**src/rtl/rail_crossing_ctrl_if.sv**
```systemverilog
// Sensor and actuator bundle for rail_crossing_ctrl: the trackside/enable side
// is driven by the master, and the gate and lamp status is driven by the controller (slave).
interface rail_crossing_ctrl_if #(
    parameter int N_TRACKS = 4
) ();
    localparam int OCW = $clog2(N_TRACKS + 1);

    logic                enable;
    logic [N_TRACKS-1:0] rail;
    logic                gate;
    logic                red_light;
    logic                gate_moving;
    logic [OCW-1:0]      occ_count;
    logic [2:0]          state;

    modport master (
        output enable, rail,
        input  gate, red_light, gate_moving, occ_count, state
    );

    modport slave (
        input  enable, rail,
        output gate, red_light, gate_moving, occ_count, state
    );
endinterface

```
**src/rtl/rail_crossing_ctrl.sv**
```systemverilog
// Level-crossing controller: per-track sensor debounce, OPEN..RAISING sequencing, registered Moore outputs.
// Optional lamp flashing is enabled by defining RAIL_FLASH_EN.
module rail_crossing_ctrl #(
    parameter int N_TRACKS     = 4,
    parameter int DEB_CYCLES   = 2,
    parameter int WARN_CYCLES  = 8,
    parameter int MOVE_CYCLES  = 6,
    parameter int CLEAR_CYCLES = 4,
    parameter int FLASH_HALF   = 3
) (
    input logic                 clk,
    input logic                 reset,
    rail_crossing_ctrl_if.slave bus
);
    localparam int OCW  = $clog2(N_TRACKS + 1);
    localparam int DCW  = (DEB_CYCLES > 1) ? $clog2(DEB_CYCLES) : 1;
    localparam int TMAX = (WARN_CYCLES > MOVE_CYCLES)
                        ? ((WARN_CYCLES > CLEAR_CYCLES) ? WARN_CYCLES : CLEAR_CYCLES)
                        : ((MOVE_CYCLES > CLEAR_CYCLES) ? MOVE_CYCLES : CLEAR_CYCLES);
    localparam int TW   = $clog2(TMAX) + 1;

    localparam logic [DCW-1:0] DEB_LAST = DCW'(DEB_CYCLES - 1);
    localparam logic [TW-1:0]  T_WARN   = TW'(WARN_CYCLES);
    localparam logic [TW-1:0]  T_MOVE   = TW'(MOVE_CYCLES);
    localparam logic [TW-1:0]  T_CLEAR  = TW'(CLEAR_CYCLES);
    localparam logic [TW-1:0]  T_ONE    = TW'(1);

    // Out-of-range parameters pin the gate down rather than let the sequencer misbehave.
    localparam logic PARAMS_OK = (N_TRACKS >= 1) && (N_TRACKS <= 16) && (DEB_CYCLES >= 1) &&
                                 (WARN_CYCLES >= 1) && (MOVE_CYCLES >= 1) &&
                                 (CLEAR_CYCLES >= 1) && (FLASH_HALF >= 1);

    typedef enum logic [2:0] {
        ST_OPEN     = 3'd0,
        ST_WARN     = 3'd1,
        ST_LOWERING = 3'd2,
        ST_CLOSED   = 3'd3,
        ST_HOLD     = 3'd4,
        ST_RAISING  = 3'd5
    } state_e;

    logic [N_TRACKS-1:0] filt_q, filt_d;
    logic [DCW-1:0]      cnt_q [N_TRACKS];
    logic [DCW-1:0]      cnt_d [N_TRACKS];
    logic [OCW-1:0]      occ_q;
    state_e              state_q, state_d;
    logic [TW-1:0]       timer_q, timer_d;
    logic                gate_q, red_q, moving_q;
    logic                any_occ_s, expire_s;
    logic [2:0]          dec_s;

    function automatic logic [OCW-1:0] popcount(input logic [N_TRACKS-1:0] v);
        logic [OCW-1:0] sum;
        sum = '0;
        for (int i = 0; i < N_TRACKS; i++) begin
            sum = sum + OCW'(v[i]);
        end
        return sum;
    endfunction

    // Returns {gate, red, moving}; illegal codes decode to a closed, lit gate.
    function automatic logic [2:0] decode(input state_e s);
        logic [2:0] o;
        case (s)
            ST_OPEN:     o = 3'b000;
            ST_WARN:     o = 3'b010;
            ST_LOWERING: o = 3'b111;
            ST_CLOSED:   o = 3'b110;
            ST_HOLD:     o = 3'b110;
            ST_RAISING:  o = 3'b011;
            default:     o = 3'b110;
        endcase
        return o;
    endfunction

    assign any_occ_s = |filt_q;
    assign expire_s  = (timer_q == T_ONE);
    assign dec_s     = decode(state_d);

    // Per-track debounce: a raw value must disagree with the filter for DEB_CYCLES enabled edges.
    always_comb begin
        filt_d = filt_q;
        for (int i = 0; i < N_TRACKS; i++) begin
            cnt_d[i] = cnt_q[i];
            if (bus.rail[i] != filt_q[i]) begin
                if (cnt_q[i] == DEB_LAST) begin
                    filt_d[i] = bus.rail[i];
                    cnt_d[i]  = '0;
                end else begin
                    cnt_d[i] = cnt_q[i] + DCW'(1);
                end
            end else begin
                cnt_d[i] = '0;
            end
        end
    end

    // Crossing sequencer: one shared down-counter, loaded on entry, exits when it reads one.
    always_comb begin
        state_d = state_q;
        timer_d = (timer_q > T_ONE) ? (timer_q - T_ONE) : timer_q;
        case (state_q)
            ST_OPEN: begin
                if (any_occ_s) begin
                    state_d = ST_WARN;
                    timer_d = T_WARN;
                end else begin
                    state_d = ST_OPEN;
                end
            end
            ST_WARN: begin
                if (expire_s) begin
                    state_d = ST_LOWERING;
                    timer_d = T_MOVE;
                end else begin
                    state_d = ST_WARN;
                end
            end
            ST_LOWERING: begin
                if (expire_s) begin
                    state_d = ST_CLOSED;
                end else begin
                    state_d = ST_LOWERING;
                end
            end
            ST_CLOSED: begin
                if (!any_occ_s) begin
                    state_d = ST_HOLD;
                    timer_d = T_CLEAR;
                end else begin
                    state_d = ST_CLOSED;
                end
            end
            ST_HOLD: begin
                if (any_occ_s) begin
                    state_d = ST_CLOSED;
                end else if (expire_s) begin
                    state_d = ST_RAISING;
                    timer_d = T_MOVE;
                end else begin
                    state_d = ST_HOLD;
                end
            end
            ST_RAISING: begin
                if (any_occ_s) begin
                    state_d = ST_LOWERING;
                    timer_d = T_MOVE;
                end else if (expire_s) begin
                    state_d = ST_OPEN;
                end else begin
                    state_d = ST_RAISING;
                end
            end
            default: begin
                state_d = ST_LOWERING;
                timer_d = T_MOVE;
            end
        endcase
    end

`ifdef RAIL_FLASH_EN
    localparam int             FW         = (FLASH_HALF > 1) ? $clog2(FLASH_HALF) : 1;
    localparam logic [FW-1:0]  FLASH_LAST = FW'(FLASH_HALF - 1);
    logic [FW-1:0]             flash_q;

    // Lamp flasher: restarts lit when leaving OPEN, toggles every FLASH_HALF enabled cycles.
    always_ff @(posedge clk) begin
        if (reset) begin
            flash_q <= '0;
            red_q   <= 1'b0;
        end else if (bus.enable) begin
            if (state_d == ST_OPEN) begin
                flash_q <= '0;
                red_q   <= 1'b0;
            end else if (state_q == ST_OPEN) begin
                flash_q <= '0;
                red_q   <= 1'b1;
            end else if (flash_q == FLASH_LAST) begin
                flash_q <= '0;
                red_q   <= ~red_q;
            end else begin
                flash_q <= flash_q + FW'(1);
            end
        end
    end
`else
    // Steady lamp, registered from the next state so it lines up with the state register.
    always_ff @(posedge clk) begin
        if (reset) begin
            red_q <= 1'b0;
        end else if (bus.enable) begin
            red_q <= dec_s[1];
        end
    end
`endif

    // Filter, timer, state and registered gate/motion outputs; enable low freezes everything.
    always_ff @(posedge clk) begin
        if (reset) begin
            filt_q   <= '0;
            occ_q    <= '0;
            state_q  <= ST_OPEN;
            timer_q  <= '0;
            gate_q   <= 1'b0;
            moving_q <= 1'b0;
            for (int i = 0; i < N_TRACKS; i++) begin
                cnt_q[i] <= '0;
            end
        end else if (bus.enable) begin
            filt_q   <= filt_d;
            occ_q    <= popcount(filt_d);
            state_q  <= state_d;
            timer_q  <= timer_d;
            gate_q   <= dec_s[2];
            moving_q <= dec_s[0];
            for (int i = 0; i < N_TRACKS; i++) begin
                cnt_q[i] <= cnt_d[i];
            end
        end
    end

    assign bus.gate        = gate_q | !PARAMS_OK;
    assign bus.red_light   = red_q;
    assign bus.gate_moving = moving_q;
    assign bus.occ_count   = occ_q;
    assign bus.state       = state_q;
endmodule

```
**src/flat_wrapper.sv**
```systemverilog
// flat-port wrapper written by rule: the top's interface ports become plain ports
module rail_crossing_ctrl_flat 
#(
    parameter int N_TRACKS     = 4,
    parameter int DEB_CYCLES   = 2,
    parameter int WARN_CYCLES  = 8,
    parameter int MOVE_CYCLES  = 6,
    parameter int CLEAR_CYCLES = 4,
    parameter int FLASH_HALF   = 3
)
  (clk, reset, bus_enable, bus_rail, bus_gate, bus_red_light, bus_gate_moving, bus_occ_count, bus_state);
  rail_crossing_ctrl_if #(.N_TRACKS(N_TRACKS)) bus_i ();
  input logic clk;
  input logic reset;
  input wire logic [$bits(bus_i.enable)-1:0] bus_enable;
  input wire logic [$bits(bus_i.rail)-1:0] bus_rail;
  output wire logic [$bits(bus_i.gate)-1:0] bus_gate;
  output wire logic [$bits(bus_i.red_light)-1:0] bus_red_light;
  output wire logic [$bits(bus_i.gate_moving)-1:0] bus_gate_moving;
  output wire logic [$bits(bus_i.occ_count)-1:0] bus_occ_count;
  output wire logic [$bits(bus_i.state)-1:0] bus_state;
  assign bus_i.enable = bus_enable;
  assign bus_i.rail = bus_rail;
  assign bus_gate = bus_i.gate;
  assign bus_red_light = bus_i.red_light;
  assign bus_gate_moving = bus_i.gate_moving;
  assign bus_occ_count = bus_i.occ_count;
  assign bus_state = bus_i.state;
  rail_crossing_ctrl #(.N_TRACKS(N_TRACKS), .DEB_CYCLES(DEB_CYCLES), .WARN_CYCLES(WARN_CYCLES), .MOVE_CYCLES(MOVE_CYCLES), .CLEAR_CYCLES(CLEAR_CYCLES), .FLASH_HALF(FLASH_HALF)) u_core (.clk(clk), .reset(reset), .bus(bus_i));
endmodule
```
**config.mk**
```make
export PLATFORM = sky130hd
export DESIGN_NAME = rail_crossing_ctrl_flat
export DESIGN_NICKNAME = d
export VERILOG_FILES = /design/src/rtl/rail_crossing_ctrl_if.sv /design/src/rtl/rail_crossing_ctrl.sv /design/src/flat_wrapper.sv
export SDC_FILE = /design/constraint.sdc
export NUM_CORES = 1
export LEC_CHECK = 0
export BUFFER_PORTS_ARGS = -buffer_cell sky130_fd_sc_hd__clkbuf_2
export CAP_MARGIN = 20
export CORE_MARGIN = 2
export CORE_UTILIZATION = 50
export CTS_BUF_LIST = sky130_fd_sc_hd__clkbuf_8
export DETAILED_ROUTE_END_ITERATION = 8
export PLACE_DENSITY = 0.72
export SLEW_MARGIN = 0
export SYNTH_ARGS = -nofsm -noshare
export SYNTH_HDL_FRONTEND = slang
export SYNTH_SLANG_ARGS = --single-unit
```
**constraint.sdc**
```tcl
create_clock -name clk -period 3 [get_ports clk]
set_clock_uncertainty 0.15 [all_clocks]
set_input_delay 0.15 -clock clk [delete_from_list [all_inputs] [get_ports clk]]
set_output_delay 0.15 -clock clk [all_outputs]
set_load 0.1 [all_outputs]
```
==> summary.md <==
The flow ran to the end, and the final reports show no timing, DRC or antenna violations. For the final net count, the log shows 172. The logs give 2.67 mm for the routed wire length and 185 for the count of placed standard cells including taps. The worst setup path is of the reg2reg kind. STA classifies the critical path startpoint as a flip-flop. The minimum clock period is 2290 ps, and the relative max-transition margin is 55.9%. By area, the combinational part of the netlist is dominated by simple AND/OR/NAND/NOR gates. The count of vias placed by the detailed router is 1,130.

The analysis attributes to cell leakage a power of 0.616 nW. The initialized floorplan defines 18 standard-cell rows. The worst setup path is captured at a flip-flop. Main flop type after synthesis: sky130_fd_sc_hd__dfxtp_1. The logs give 3 for the number of buffers added by the clock tree synthesis step and 0.819 for the final weighted congestion in routability-driven placement. The logs give 160 for the number of nets in the synthesized netlist and 0 for the final global-route overflow total. The ratio of final minimum period to clock period was 76.2%; the count of warnings emitted by yosys was 0. Startpoint of the worst-slack reg-to-reg timing path: u_core.filt_q[0]$_SDFFE_PP0P_.

Setup total negative slack on the finished layout was measured at 0 ps. The tool flagged a number of max-cap violations equal to 0. After synthesis the cells add up to 1270 um^2.

The number of filler instances in the final layout was 224. The average wire per standard cell is 14.1 um. The worst hold path begins at reset.

At the pin with the least slew margin, the transition time is 660 ps. The peak fanout along the critical path came out at 6. The first detailed-routing pass took 4 iterations.

The tree is rooted in a sky130_fd_sc_hd__clkbuf_8. For the final-report hold violation count, the log shows 0. Entering global routing, the biggest net connects 21 pins. TritonCTS built the clock tree. The final count of pins violating max slew is 0, and the number of synthesized register bits is 21. The HPWL after detailed placement is 1.98 mm.

In this run, the number of DRC markers left after iteration 0 of detailed routing was 42. Setup violations remaining at the end of the flow were counted as 0. IR analysis of the VDD net gives a maximum drop of 0.000403 V. 0 antenna diodes ended up in the layout.

The deepest level of the CTS H-tree was 1. Grouping stages by cell kind, the critical path spends the most delay in compound AO/OA/AOI/OAI gates. Summing all non-filler instances in the final layout gives an area of 1410 um^2.

The die covers 2960 um^2. The register clock-pin slew on the reported worst setup and hold paths is 80 ps, and the power per standard cell area is 558 nW/um^2. The post-synthesis async set-or-reset flop share is 0%, and the xor/xnor share of the synthesized area is 2.75%.

After detailed routing, the number of remaining DRC violations is 0. The cell that appears most often on the critical path is sky130_fd_sc_hd__a22o_1. The tools report the launching element of the worst setup path as u_core.filt_q[0]$_SDFFE_PP0P_. The synthesized design contains 4 enable-type register cells. Timing would allow up to 437 MHz.

Compared with the post-synthesis result, the final layout area differs by 10.5%. The total buffers and inverters traversed by the critical path works out to 0. The run gives 0 as the initial antenna violation count. Number of post-CTS setup repair buffers: 0.

Data on the critical path is required at its endpoint by 3000 ps. The slowest stage of the critical path is the sky130_fd_sc_hd__or4_1 cell. The cell count after synthesis came out at 148. Once the floorplan was initialized, standard cells occupied 51.8% of the core. The number of buffers inserted by hold repair at cts is 0, and the number of library cell types mapped by synthesis is 41. The die outline width is 54.4 um.

The tools report the share of the yosys chip area belonging to registers as 36.2%. The post-synthesis area per instance came out at 8.60 um^2. The min-delay analysis places its worst path in the category in2reg. In the global route stage, overall resource usage came out at 20.0%. The area fraction in compound gates after synthesis works out to 21.7%. Of the total synthesized cell area, the portion taken by AND, OR, NAND and NOR gates is 22.5%. The multiplexer share of the synthesized area came out at 6.69%.

For the worst-skew pair, the clock arrives at the later sink with an insertion delay of 260 ps. Input and output buffers added on the ports amount to 15. The top cell types in the final layout, fill and taps aside, are sky130_fd_sc_hd__dfxtp_1 (17), sky130_fd_sc_hd__clkbuf_2 (15), sky130_fd_sc_hd__nand2_1 (14), sky130_fd_sc_hd__nor2_1 (13), sky130_fd_sc_hd__a21oi_1 (9). After detailed routing, the number of vias per cell comes to 5.98. The buffer depth of the longest clock path came out at 2. The clock sink total came out at 21. Setup repair after global routing left no endpoint under its margin.

The wire length of the first global-routing pass was 4.34 mm; the area inside the core boundary was 2450 um^2. In this run the remaining antenna-violating nets after routing total 0. The adder and majority gate portion of the synthesized area is 5.51%. Once layout is complete, the cells apart from fillers number 189.

The run gives 979 as the via count of the first global-routing pass. The fraction of final layout cells sized beyond drive strength 1 was 18.9%; the worst slack on hold paths was 3.40 ps. For this run, the slowest stage of the critical path takes 650 ps. Walking the worst path, the cells encountered are or4_1, a22o_1, a22o_1, o21bai_1, a221o_1. The die is 54.4 um tall. The library cell used most frequently in the layout, excluding fill and tap cells, is sky130_fd_sc_hd__dfxtp_1.

The tools report the arrival time at the worst endpoint as 2290 ps. For this design the top-level I/O count stands at 16. Once placement finished, the instance area stood at 1360 um^2. After clock tree synthesis, the repair step resized 0 gates.
## kinds of logic after synthesis
| logic type | Yosys count |
|---|---|
| and+or+nand+nor | 57 |
| AOI/OAI and AO/OA | 39 |
| DFF | 21 |
| buffers and inverters | 14 |
| muxes | 8 |
| adders and majority gates | 5 |
| xor gates and xnor gates | 4 |
## final timing paths
path / end / slack [ps] / cells past startpoint
max reg2reg: u_core.timer_q[2]$_SDFFE_PP0P_ / 710 / 5
min reg2reg: u_core.bus.red_light$_SDFFE_PP0P_ / 330 / 2
min: u_core.timer_q[3]$_SDFFE_PP0P_ / 3 / 2
max: u_core.timer_q[2]$_SDFFE_PP0P_ / 710 / 5
## power by group
part	total (W)	leakage [nW]	switching (W)	internal, W
sequential	0.000343	0.183	0.0000330	0.000311
combinational	0.000254	0.408	0.000162	0.0000920
clock	0.000187	0.0255	0.0000949	0.0000924
total	0.000785	0.616	0.000290	0.000495
## state kept, by name, summed over array words and instances, names as in the netlist
signal,count
u_core.bus.gate,1
u_core.bus.gate_moving,1
u_core.filt_q,4
u_core.bus.occ_count,3
u_core.bus.state,3
u_core.bus.red_light,1
u_core.cnt_q,4
u_core.timer_q,4
## stage by stage
step                util [%]  power [W]  setup WS, ps
CTS                     57.3   0.000789           713
floorplan                  -   0.000555           469
global placement        55.4   0.000598           786
finish                  57.3   0.000785           714
global route            57.3   0.000829           578
detailed placement      55.4   0.000601           729
## routing by layer
layer / vias up / GRT usage [%] / routed length (um)
met5: - / 0 / 0
met4: 0 / 6.67 / 10
met3: 2 / 3.28 / 84
met2: 21 / 31.9 / 1330
met1: 542 / 27.1 / 1250
li1: 565 / - / -
## cell usage after synthesis (all sizes together) (2+ instances only)
cell / number / area share [%]
a311oi: 2 / 1.4
nand3: 5 / 2.0
o31ai: 2 / 1.2
mux2i: 4 / 3.1
a21o: 3 / 1.8
or4: 2 / 1.2
nor3b: 2 / 1.2
edfxtp: 4 / 9.4
clkbuf: 9 / 3.0
inv: 3 / 0.88
and2: 2 / 0.98
o21bai: 2 / 1.2
a22o: 7 / 4.9
a21oi: 9 / 3.5
nor2: 13 / 3.8
dfxtp: 17 / 27
mux2: 4 / 3.5
o21ai: 7 / 2.8
a211o: 2 / 1.5
nor4: 2 / 0.98
nor2b: 2 / 0.98
xnor2: 4 / 2.8
ha: 4 / 3.9
nand2b: 3 / 1.5
nor3: 7 / 2.8
nand2: 14 / 4.1
buf: 2 / 0.79
## cell type report
cell class | count | area, um^2 | area share [%]
clock buffers | 3 | 41.3 | 2.94
clock inverters | 1 | 5.00 | 0.356
inverters | 3 | 11.3 | 0.801
multi-input cells | 113 | 753 | 53.6
flip-flops and latches | 21 | 460 | 32.7
well taps | 30 | 37.5 | 2.67
repair buffers | 18 | 97.6 | 6.94
Power figures use the tool's default switching activity.
